## config.mk

```make
export PLATFORM = sky130hd
export DESIGN_NAME = multi_tick_generator_flat
export DESIGN_NICKNAME = d
export VERILOG_FILES = /design/src/rtl/tick_gen_pkg.sv /design/src/rtl/multi_tick_generator_if.sv /design/src/rtl/tick_channel.sv /design/src/rtl/multi_tick_generator.sv /design/src/flat_wrapper.sv
export SDC_FILE = /design/constraint.sdc
export NUM_CORES = 1
export LEC_CHECK = 0
export CAP_MARGIN = 20
export CORE_MARGIN = 10
export CORE_UTILIZATION = 50
export DETAILED_ROUTE_END_ITERATION = 12
export PLACE_DENSITY = 0.63
export SLEW_MARGIN = 15
export SYNTH_ARGS = -nofsm -noshare
export SYNTH_HDL_FRONTEND = slang
export SYNTH_HIERARCHICAL = 1
export SYNTH_SLANG_ARGS = --single-unit
```

## constraint.sdc

```tcl
create_clock -name sys_clk -period 3.9 [get_ports sys_clk]
set_input_delay 0.39 -clock sys_clk [delete_from_list [all_inputs] [get_ports sys_clk]]
set_output_delay 0.39 -clock sys_clk [all_outputs]
set_load 0.02 [all_outputs]
```

## src/rtl/tick_gen_pkg.sv

```systemverilog
// Shared types and constants for the multi-channel tick generator.
// Holds the channel state encoding, mode constants and the default divisor helper.
package tick_gen_pkg;

    typedef enum logic {
        ST_IDLE = 1'b0,
        ST_RUN  = 1'b1
    } ch_state_e;

    localparam logic MODE_CONT    = 1'b0;
    localparam logic MODE_ONESHOT = 1'b1;

    // Clamped to 1 so a zero divisor can never reach a channel.
    function automatic int unsigned default_div(input int unsigned clk_freq,
                                                input int unsigned target_freq);
        if (target_freq == 0 || clk_freq < target_freq) begin
            return 1;
        end
        return clk_freq / target_freq;
    endfunction

endpackage

```

## src/rtl/multi_tick_generator_if.sv

```systemverilog
// Configuration write port of the tick generator: valid/ready handshake plus reject pulse.
interface multi_tick_generator_if #(
    parameter int unsigned NUM_CH = 4,
    parameter int unsigned DIV_W  = 32
);
    localparam int unsigned CH_W = (NUM_CH > 1) ? $clog2(NUM_CH) : 1;

    logic             cfg_valid;
    logic             cfg_ready;
    logic [CH_W-1:0]  cfg_ch;
    logic [DIV_W-1:0] cfg_div;
    logic             cfg_mode;
    logic             cfg_err;

    modport master (
        output cfg_valid, cfg_ch, cfg_div, cfg_mode,
        input  cfg_ready, cfg_err
    );

    modport slave (
        input  cfg_valid, cfg_ch, cfg_div, cfg_mode,
        output cfg_ready, cfg_err
    );

endinterface

```

## src/rtl/tick_channel.sv

```systemverilog
// One tick-enable channel: IDLE/RUN FSM, period counter, shadow and active divisor.
// Shadow settings reach the active period only at start or at a wrap edge.
module tick_channel
    import tick_gen_pkg::*;
#(
    parameter int unsigned DIV_W       = 32,
    parameter int unsigned DEFAULT_DIV = 1,
    parameter bit          AUTO_START  = 1'b0
) (
    input  logic             sys_clk,
    input  logic             sys_rst_n,
    input  logic             advance,
    input  logic             start,
    input  logic             stop,
    input  logic             wr_en,
    input  logic [DIV_W-1:0] wr_div,
    input  logic             wr_mode,
    output logic             busy,
    output logic             tick_enable
);

    localparam logic [DIV_W-1:0] DEF_DIV  = DIV_W'(DEFAULT_DIV);
    localparam ch_state_e        RESET_ST = AUTO_START ? ST_RUN : ST_IDLE;

    ch_state_e        state_q, state_d;
    logic [DIV_W-1:0] cnt_q, cnt_d;
    logic [DIV_W-1:0] act_div_q, act_div_d;
    logic [DIV_W-1:0] sh_div_q, sh_div_d;
    logic             act_mode_q, act_mode_d;
    logic             sh_mode_q, sh_mode_d;
    logic             at_top;

    assign at_top      = (cnt_q == act_div_q - DIV_W'(1));
    assign busy        = (state_q == ST_RUN);
    assign tick_enable = busy && at_top && advance;

    always_comb begin
        sh_div_d   = wr_en ? wr_div  : sh_div_q;
        sh_mode_d  = wr_en ? wr_mode : sh_mode_q;
        state_d    = state_q;
        cnt_d      = cnt_q;
        act_div_d  = act_div_q;
        act_mode_d = act_mode_q;

        if (wr_en && state_q == ST_IDLE) begin
            act_div_d  = wr_div;
            act_mode_d = wr_mode;
        end

        if (stop) begin
            state_d = ST_IDLE;
            cnt_d   = '0;
        end else if (start) begin
            state_d    = ST_RUN;
            cnt_d      = '0;
            act_div_d  = sh_div_d;
            act_mode_d = sh_mode_d;
        end else if (state_q == ST_RUN && advance) begin
            if (at_top) begin
                // A write landing on the wrap edge already governs the next period.
                cnt_d      = '0;
                act_div_d  = sh_div_d;
                act_mode_d = sh_mode_d;
                if (act_mode_q == MODE_ONESHOT) begin
                    state_d = ST_IDLE;
                end
            end else begin
                cnt_d = cnt_q + DIV_W'(1);
            end
        end
    end

    always_ff @(posedge sys_clk or negedge sys_rst_n) begin
        if (!sys_rst_n) begin
            state_q    <= RESET_ST;
            cnt_q      <= '0;
            act_div_q  <= DEF_DIV;
            sh_div_q   <= DEF_DIV;
            act_mode_q <= MODE_CONT;
            sh_mode_q  <= MODE_CONT;
        end else begin
            state_q    <= state_d;
            cnt_q      <= cnt_d;
            act_div_q  <= act_div_d;
            sh_div_q   <= sh_div_d;
            act_mode_q <= act_mode_d;
            sh_mode_q  <= sh_mode_d;
        end
    end

endmodule

```

## src/rtl/multi_tick_generator.sv

```systemverilog
// NUM_CH independent tick-enable channels with run-time divisors and a shared config port.
// Define TICK_PRESCALE_EN to slow every channel by a shared free-running PRESCALE strobe.
module multi_tick_generator
    import tick_gen_pkg::*;
#(
    parameter int unsigned NUM_CH      = 4,
    parameter int unsigned CLK_FREQ    = 50_000_000,
    parameter int unsigned TARGET_FREQ = 2,
    parameter int unsigned DIV_W       = 32,
    parameter int unsigned AUTO_START  = 0,
    parameter int unsigned PRESCALE    = 1000
) (
    input  logic                  sys_clk,
    input  logic                  sys_rst_n,
    multi_tick_generator_if.slave cfg,
    input  logic [NUM_CH-1:0]     start,
    input  logic [NUM_CH-1:0]     stop,
    output logic [NUM_CH-1:0]     busy,
    output logic [NUM_CH-1:0]     tick_enable
);

    localparam int unsigned CH_W        = (NUM_CH > 1) ? $clog2(NUM_CH) : 1;
    localparam int unsigned DEFAULT_DIV = default_div(CLK_FREQ, TARGET_FREQ);

    logic              ready_q, err_q;
    logic              wr_fire, cfg_bad;
    logic [NUM_CH-1:0] wr_sel;
    logic              strobe;

    assign wr_fire       = cfg.cfg_valid && ready_q;
    assign cfg_bad       = (cfg.cfg_div == '0) || (32'(cfg.cfg_ch) >= NUM_CH);
    assign cfg.cfg_ready = ready_q;
    assign cfg.cfg_err   = err_q;

    always_comb begin
        wr_sel = '0;
        for (int i = 0; i < NUM_CH; i++) begin
            wr_sel[i] = wr_fire && !cfg_bad && (cfg.cfg_ch == CH_W'(i));
        end
    end

    always_ff @(posedge sys_clk or negedge sys_rst_n) begin
        if (!sys_rst_n) begin
            ready_q <= 1'b0;
            err_q   <= 1'b0;
        end else begin
            ready_q <= 1'b1;
            err_q   <= wr_fire && cfg_bad;
        end
    end

`ifdef TICK_PRESCALE_EN
    localparam int unsigned PRE_W = (PRESCALE > 1) ? $clog2(PRESCALE) : 1;

    logic [PRE_W-1:0] pre_q;

    // Free-running from reset; channel starts do not realign the phase.
    assign strobe = (pre_q == PRE_W'(PRESCALE - 1));

    always_ff @(posedge sys_clk or negedge sys_rst_n) begin
        if (!sys_rst_n) begin
            pre_q <= '0;
        end else begin
            pre_q <= strobe ? '0 : pre_q + PRE_W'(1);
        end
    end
`else
    logic unused_prescale;

    assign unused_prescale = ^PRESCALE;
    assign strobe          = 1'b1;
`endif

    for (genvar i = 0; i < NUM_CH; i++) begin : g_ch
        tick_channel #(
            .DIV_W       (DIV_W),
            .DEFAULT_DIV (DEFAULT_DIV),
            .AUTO_START  (AUTO_START != 0)
        ) u_ch (
            .sys_clk     (sys_clk),
            .sys_rst_n   (sys_rst_n),
            .advance     (strobe),
            .start       (start[i]),
            .stop        (stop[i]),
            .wr_en       (wr_sel[i]),
            .wr_div      (cfg.cfg_div),
            .wr_mode     (cfg.cfg_mode),
            .busy        (busy[i]),
            .tick_enable (tick_enable[i])
        );
    end

endmodule

```

## src/flat_wrapper.sv

```systemverilog
// flat-port wrapper written by rule: the top's interface ports become plain ports
module multi_tick_generator_flat import tick_gen_pkg::*;
#(
    parameter int unsigned NUM_CH      = 4,
    parameter int unsigned CLK_FREQ    = 50_000_000,
    parameter int unsigned TARGET_FREQ = 2,
    parameter int unsigned DIV_W       = 32,
    parameter int unsigned AUTO_START  = 0,
    parameter int unsigned PRESCALE    = 1000
)
  (sys_clk, sys_rst_n, start, stop, busy, tick_enable, cfg_cfg_valid, cfg_cfg_ch, cfg_cfg_div, cfg_cfg_mode, cfg_cfg_ready, cfg_cfg_err);
  multi_tick_generator_if #(.NUM_CH(NUM_CH), .DIV_W(DIV_W)) cfg_i ();
  input  logic sys_clk;
  input  logic sys_rst_n;
  input  logic [NUM_CH-1:0] start;
  input  logic [NUM_CH-1:0] stop;
  output logic [NUM_CH-1:0] busy;
  output logic [NUM_CH-1:0] tick_enable;
  input wire logic [$bits(cfg_i.cfg_valid)-1:0] cfg_cfg_valid;
  input wire logic [$bits(cfg_i.cfg_ch)-1:0] cfg_cfg_ch;
  input wire logic [$bits(cfg_i.cfg_div)-1:0] cfg_cfg_div;
  input wire logic [$bits(cfg_i.cfg_mode)-1:0] cfg_cfg_mode;
  output wire logic [$bits(cfg_i.cfg_ready)-1:0] cfg_cfg_ready;
  output wire logic [$bits(cfg_i.cfg_err)-1:0] cfg_cfg_err;
  assign cfg_i.cfg_valid = cfg_cfg_valid;
  assign cfg_i.cfg_ch = cfg_cfg_ch;
  assign cfg_i.cfg_div = cfg_cfg_div;
  assign cfg_i.cfg_mode = cfg_cfg_mode;
  assign cfg_cfg_ready = cfg_i.cfg_ready;
  assign cfg_cfg_err = cfg_i.cfg_err;
  multi_tick_generator #(.NUM_CH(NUM_CH), .CLK_FREQ(CLK_FREQ), .TARGET_FREQ(TARGET_FREQ), .DIV_W(DIV_W), .AUTO_START(AUTO_START), .PRESCALE(PRESCALE)) u_core (.sys_clk(sys_clk), .sys_rst_n(sys_rst_n), .cfg(cfg_i), .start(start), .stop(stop), .busy(busy), .tick_enable(tick_enable));
endmodule
```

=== Word-level counts from Yosys, hierarchy flattened ===
Cells that the tools add are included.

* Register bits: 398
* Output and inout port bits: 10
* Logic and storage cells: 151

* Add/sub/neg operators: 8
* Equal/unequal tests: 7
* Muxes and demuxes: 84
* Bitwise gates (word level): 4
* Reduce and logical (&&, ||, !) cells: 22

{| class="wikitable"
|+ Operator list
! kind !! count
|-
| 32-bit 2-to-1 mux || 40
|-
| 32-bit by 1-bit adder with 32-bit output, second input constant || 4
|-
| 32-bit == test || 4
|-
| 32-bit by 1-bit subtractor with 32-bit output, second input constant || 4
|-
| 1-bit 2-to-1 mux || 44
|-
| 32-bit logical NOT || 1
|-
| 1-bit logical AND || 15
|-
| 3-bit nonzero test || 4
|-
| 2-bit == test, second input constant || 2
|-
| 1-bit NOT || 4
|-
| 2-bit by 1-bit == test with 1-bit output, second input constant || 1
|-
| 2-bit logical NOT || 1
|-
| 1-bit logical NOT || 1
|}

=== Longest topological paths before layout ===
Gate-level depths: netlist (run 1).

* Depth in word-level cells: 10
* Gate-level depth with buffers: 13
* Gate-level depth less buffers: 10

=== Hierarchy ===
Netlist (run 1), hierarchy kept.

{| class="wikitable"
|+ By module, submodules not included
! module !! times used !! cells each !! area an instance (µm²) !! sequential area each (µm²)
|-
| tick_channel at u_core.g_ch[0].u_ch ... || 2 || 545 || 5941.9 || 2507.4
|-
| tick_channel at u_core.g_ch[3].u_ch || 1 || 573 || 6085.8 || 2507.4
|-
| tick_channel at u_core.g_ch[2].u_ch || 1 || 502 || 5587.9 || 2507.4
|-
| multi_tick_generator || 1 || 21 || 181.4 || 50.0
|}

=== Worst setup path after synthesis (run 1) ===
OpenSTA, ideal clock, no wires.

* Kind: register -> register
* From: register u_core.g_ch[3].u_ch.act_div_q[0]
* To: register u_core.g_ch[3].u_ch.act_div_q[10]
* Data arrival time: 3170 ps
* Required time: 3775 ps
* Slack: 605 ps
* Cell stages (with the launch flop): 14
* Path buffers: 3
* Clock period less this slack: 3295 ps
* Cells stage by stage: dfrtp_1 inv_1 ha_1 or4b_1 clkbuf_2 or4_4 a211oi_2 nor2b_1 nor4_1 nand4_1 o22a_1 buf_6 buf_12 mux2_4

* Word-level cells in the longest chain between the ends: 6

{| class="wikitable"
|+ RTL lines
! item !! RTL line !! RTL
|-
| start: declaration || tick_channel.sv:27 || <nowiki>logic [DIV_W-1:0] act_div_q, act_div_d;</nowiki>
|-
| start signal: assignment || tick_channel.sv:84 || <nowiki>act_div_q <= act_div_d;</nowiki>
|-
| 32-bit by 1-bit subtractor with 32-bit output || tick_channel.sv:33 || <nowiki>assign at_top = (cnt_q == act_div_q - DIV_W'(1));</nowiki>
|-
| 32-bit == test || tick_channel.sv:33 ||
|-
| 32-bit 2-to-1 mux || tick_channel.sv:59 || <nowiki>if (at_top) begin</nowiki>
|-
| 32-bit 2-to-1 mux || tick_channel.sv:58 || <nowiki>end else if (state_q == ST_RUN && advance) begin</nowiki>
|-
| 32-bit 2-to-1 mux || tick_channel.sv:53 || <nowiki>end else if (start) begin</nowiki>
|-
| 32-bit 2-to-1 mux || tick_channel.sv:50 || <nowiki>if (stop) begin</nowiki>
|-
| via u_core.g_ch[3].u_ch.act_div_d[10] || tick_channel.sv:27 ||
|}

The timed path passes the listed nets, and every way through them passes these cells.
A chain may end at the register's enable or synchronous reset.

=== Final worst setup path (run 1) ===
* From: register u_core.g_ch[3].u_ch.act_div_q[0]
* To: output tick_enable[3]

* Word-level cells in the longest chain between the ends: 3

{| class="wikitable"
|+ RTL lines
! item !! RTL line !! RTL
|-
| 32-bit by 1-bit subtractor with 32-bit output || tick_channel.sv:33 ||
|-
| 32-bit == test || tick_channel.sv:33 ||
|-
| 1-bit logical AND || tick_channel.sv:35 || <nowiki>assign tick_enable = busy && at_top && advance;</nowiki>
|-
| end: declaration || flat_wrapper.sv:18 || <nowiki>output logic [NUM_CH-1:0] tick_enable;</nowiki>
|}

No other way between the ends.

==> impl_metrics.json, run 1 <==
{
  "status": "finished clean",
  "start_util": 0.508,
  "critPathMaxStageDelay_ns": 0.58,
  "hpwlAfterDp_mm": 44.3,
  "grt_start_max_net_pins": 114,
  "cap_violations": 0,
  "ys_ff_latch": 398,
  "cts_buffers": 45,
  "clock_latency_ns": 0.58,
  "power_density_nw_per_um2": 510,
  "ys.flop_type": "dfrtp_1",
  "first_global_vias": 17700,
  "vias": 17300,
  "gp_congestion": 0.881,
  "viasPerCell": 5.86,
  "synth.most_common_cell": "dfrtp_1",
  "fmax_mhz": 267,
  "setup_slack_ns": 0.160,
  "leakagePower_nw": 11.0,
  "cts_max_level": 2,
  "critical_path_class": "reg -> out",
  "post_drt_wl_per_cell_um": 21.4,
  "hp-class": "in -> async",
  "final_core_utilization": 0.587,
  "antenna_found_initial": 4,
  "worst_pin_slew_ns": 0.960,
  "peakVddDrop_mv": 0.344,
  "syn_inst": 2186,
  "cts_max_path_buffers": 3,
  "synth_common_cells": "dfrtp_1 (302), mux2_2 (262), nor2_1 (163)",
  "rows": 79,
  "netlist_top_cells_area": "dfrtp_1 (32%), mux2_2 (12%), dfstp_2 (11%)",
  "multi_input_area_um2": 13400,
  "synth_seq_area_share": 0.425,
  "dr_wl_met3_mm": 2.77,
  "maxSlewHeadroom": 0.355,
  "tns_ns": 0,
  "fin_crit_ns": 3.74,
  "synth-edff-count": 0,
  "timing.hold.ws_ns": 0.383,
  "nets": 2364,
  "cts.sinks": 398,
  "slowest_stage": "or4_4",
  "startpoint_type": "flip-flop",
  "setup.worst_path.end_class": "output pin",
  "route.detailed.drc": 0,
  "detail-route-antenna-nets": 0,
  "portBuffers": 55,
  "setup_viol": 0,
  "clk_pin_slew_ns": 0.06,
  "post-place-ws_ns": 0.0872,
  "syn_to_final_growth_pct": 15.6,
  "highest-signal-layer": "met4",
  "critPathMostFrequentCell": "nor2_1",
  "track_usage": 0.223,
  "rsz0062_at_grt": "no",
  "async_reset_ff_frac": 1.00,
  "gr-total-overflow": 0,
  "skew_ns": 0.0172,
  "synth_top_area_frac": 0.318,
  "drive_above_1_share": 0.320,
  "hold_viol_final": 0,
  "fp.dieH_um": 238,
  "path_cells": "inv_1, ha_4, or4b_4, or4_4, a211oi_2, nor2b_1, nor2_1, nand4_1, nor2_1, buf_2",
  "wl_mm": 63.1,
  "fill_cells": 3922,
  "dieArea_um2": 56600,
  "synth_top_area_cell": "dfrtp_1",
  "fp.dieW_um": 238,
  "cts_tree": "done",
  "synth_area_um2": 23700,
  "period_share": 0.959,
  "drt-initial-drc-count": 1135,
  "syn_area_per_cell_um2": 10.9,
  "maxSlewViolCount": 0,
  "yosys_warnings": 6,
  "regArea_um2": 10100,
  "grt_pass1_wl_mm": 101,
  "worstPathRequired_ns": 3.51,
  "io_pins": 56,
  "core_area_um2": 46800,
  "wl_met1_mm": 28.4,
  "crit_fanout": 6,
  "first_pass_iters": 7,
  "critPathArrivalTime_ns": 3.35,
  "cts_root_buf": "clkbuf_16",
  "netlist-cell-type-count": 88,
  "wl_met2_mm": 30.4
}
## registers in the layout (all words and copies together), names as in the netlist
signal and count:
u_core/g_ch.u_ch/act_div_q 128, u_core/g_ch.u_ch/sh_mode_q 4, u_core/cfg.cfg_ready 1, u_core/cfg.cfg_err 1, u_core/g_ch.u_ch/busy 4, u_core/g_ch.u_ch/cnt_q 128
u_core/g_ch.u_ch/act_mode_q 4, u_core/g_ch.u_ch/sh_div_q 128
## area by class of cell
cell class | count | area share
repair buffers | 172 | 0.0574
flip-flops and latches | 398 | 0.368
inverters | 32 | 0.00438
well taps | 607 | 0.0277
multi-input cells | 1661 | 0.489
clock inverters | 9 | 0.00374
diodes | 3 | 0.000274
clock buffers | 72 | 0.0495
## critical path, delay by kind of cell, from the launching register on
family / cells / cell delay (ns)
simple gates: 6 / 1.63
flops: 1 / 0.43
buf+inv: 2 / 0.30
compound gates: 1 / 0.22
fa+ha+maj: 1 / 0.17
## cell usage in the layout (no fill, tap or decap), types with 14 or more instances in the layout
cell type and instances:
nor3_1 128, mux2_4 90, conb_1 14, mux2_1 31
dfstp_2 96, nand2_1 104, o21ai_0 35, buf_4 105
a21oi_1 25, mux2_2 262, nand3_1 86, nor4_1 44
xnor2_1 145, or3_1 16, xor2_1 153, nor2b_1 18
nand4_1 48, and3_1 30, dfrtp_1 298, clkbuf_1 14
inv_1 32, clkbuf_16 45, clkdlybuf4s50_1 50, nor2_1 162
## logic make-up (layout without fill, tap and decap cells)
group                      after synthesis  in the layout  synth area share
adders and majority gates                8              8           0.00422
xor gates and xnor gates               299            299             0.110
and+or+nand+nor                        791            791             0.183
buffers and inverters                  140            285            0.0291
AOI/OAI and AO/OA                      161            161            0.0503
other                                    1             17          0.000158
muxes                                  388            388             0.198
DFF                                    398            398             0.425
## metrics by stage
step	area, um^2	std cells	power, mW
after detailed placement	25600	2860	9.62
after CTS	27200	2944	14.0
after global routing	27400	2951	14.8
final	27400	2954	14.0
after global placement	25600	2860	9.50
after floorplan	23800	2199	8.47
## where the power goes
group | total, mW | internal [mW] | switching, mW
Combinational | 3.85 | 2.05 | 1.80
Sequential | 5.91 | 5.07 | 0.849
Clock | 4.23 | 2.51 | 1.73
## per-layer routing
metal  GRT usage  vias to the layer above
met4      0.0631                        0
met5           0                        -
met2       0.369                      316
met3      0.0367                       85
met1       0.297                     8811
li1            -                     8108
## what timing repair did
| action | in CTS | in global routing |
|---|---|---|
| pin swaps | 2 | 8 |
| resized for setup | 37 | 41 |
| endpoints found under the setup margin | 4 | 6 |
| setup buffers | 2 | 7 |
| endpoints found under the hold margin | 64 | 0 |
| hold buffers | 1 | 0 |
## path summary, 6_finish.rpt
path	startpoint	end	slack [ns]	cells after the start
hold reg to reg	u_core/g_ch[2].u_ch/sh_div_q[28]	u_core/g_ch[2].u_ch/sh_div_q[28]	0.49	1
hold / removal	sys_rst_n	u_core/g_ch[1].u_ch/cnt_q[3]	0.38	2
setup / recovery	u_core/g_ch[3].u_ch/act_div_q[0]	tick_enable[3]	0.16	10
max in group asynchronous	sys_rst_n	u_core/g_ch[2].u_ch/act_div_q[3]	2.44	3
min in group sys_clk	stop[0]	u_core/g_ch[0].u_ch/busy	0.47	2
setup reg to reg	u_core/g_ch[3].u_ch/act_div_q[0]	u_core/g_ch[3].u_ch/act_div_q[7]	0.34	11
(Power assumes the default switching activity.)
==> inputs of run 2 (changes only) <==
--- a/config.mk
+++ b/config.mk
@@ -10,7 +10,6 @@
 export CORE_UTILIZATION = 50
 export DETAILED_ROUTE_END_ITERATION = 12
 export PLACE_DENSITY = 0.63
-export SLEW_MARGIN = 15
 export SYNTH_ARGS = -nofsm -noshare
 export SYNTH_HDL_FRONTEND = slang
 export SYNTH_HIERARCHICAL = 1
==> results of run 2 <==
Final layout, timing and power as in run 1 (identical DEF).
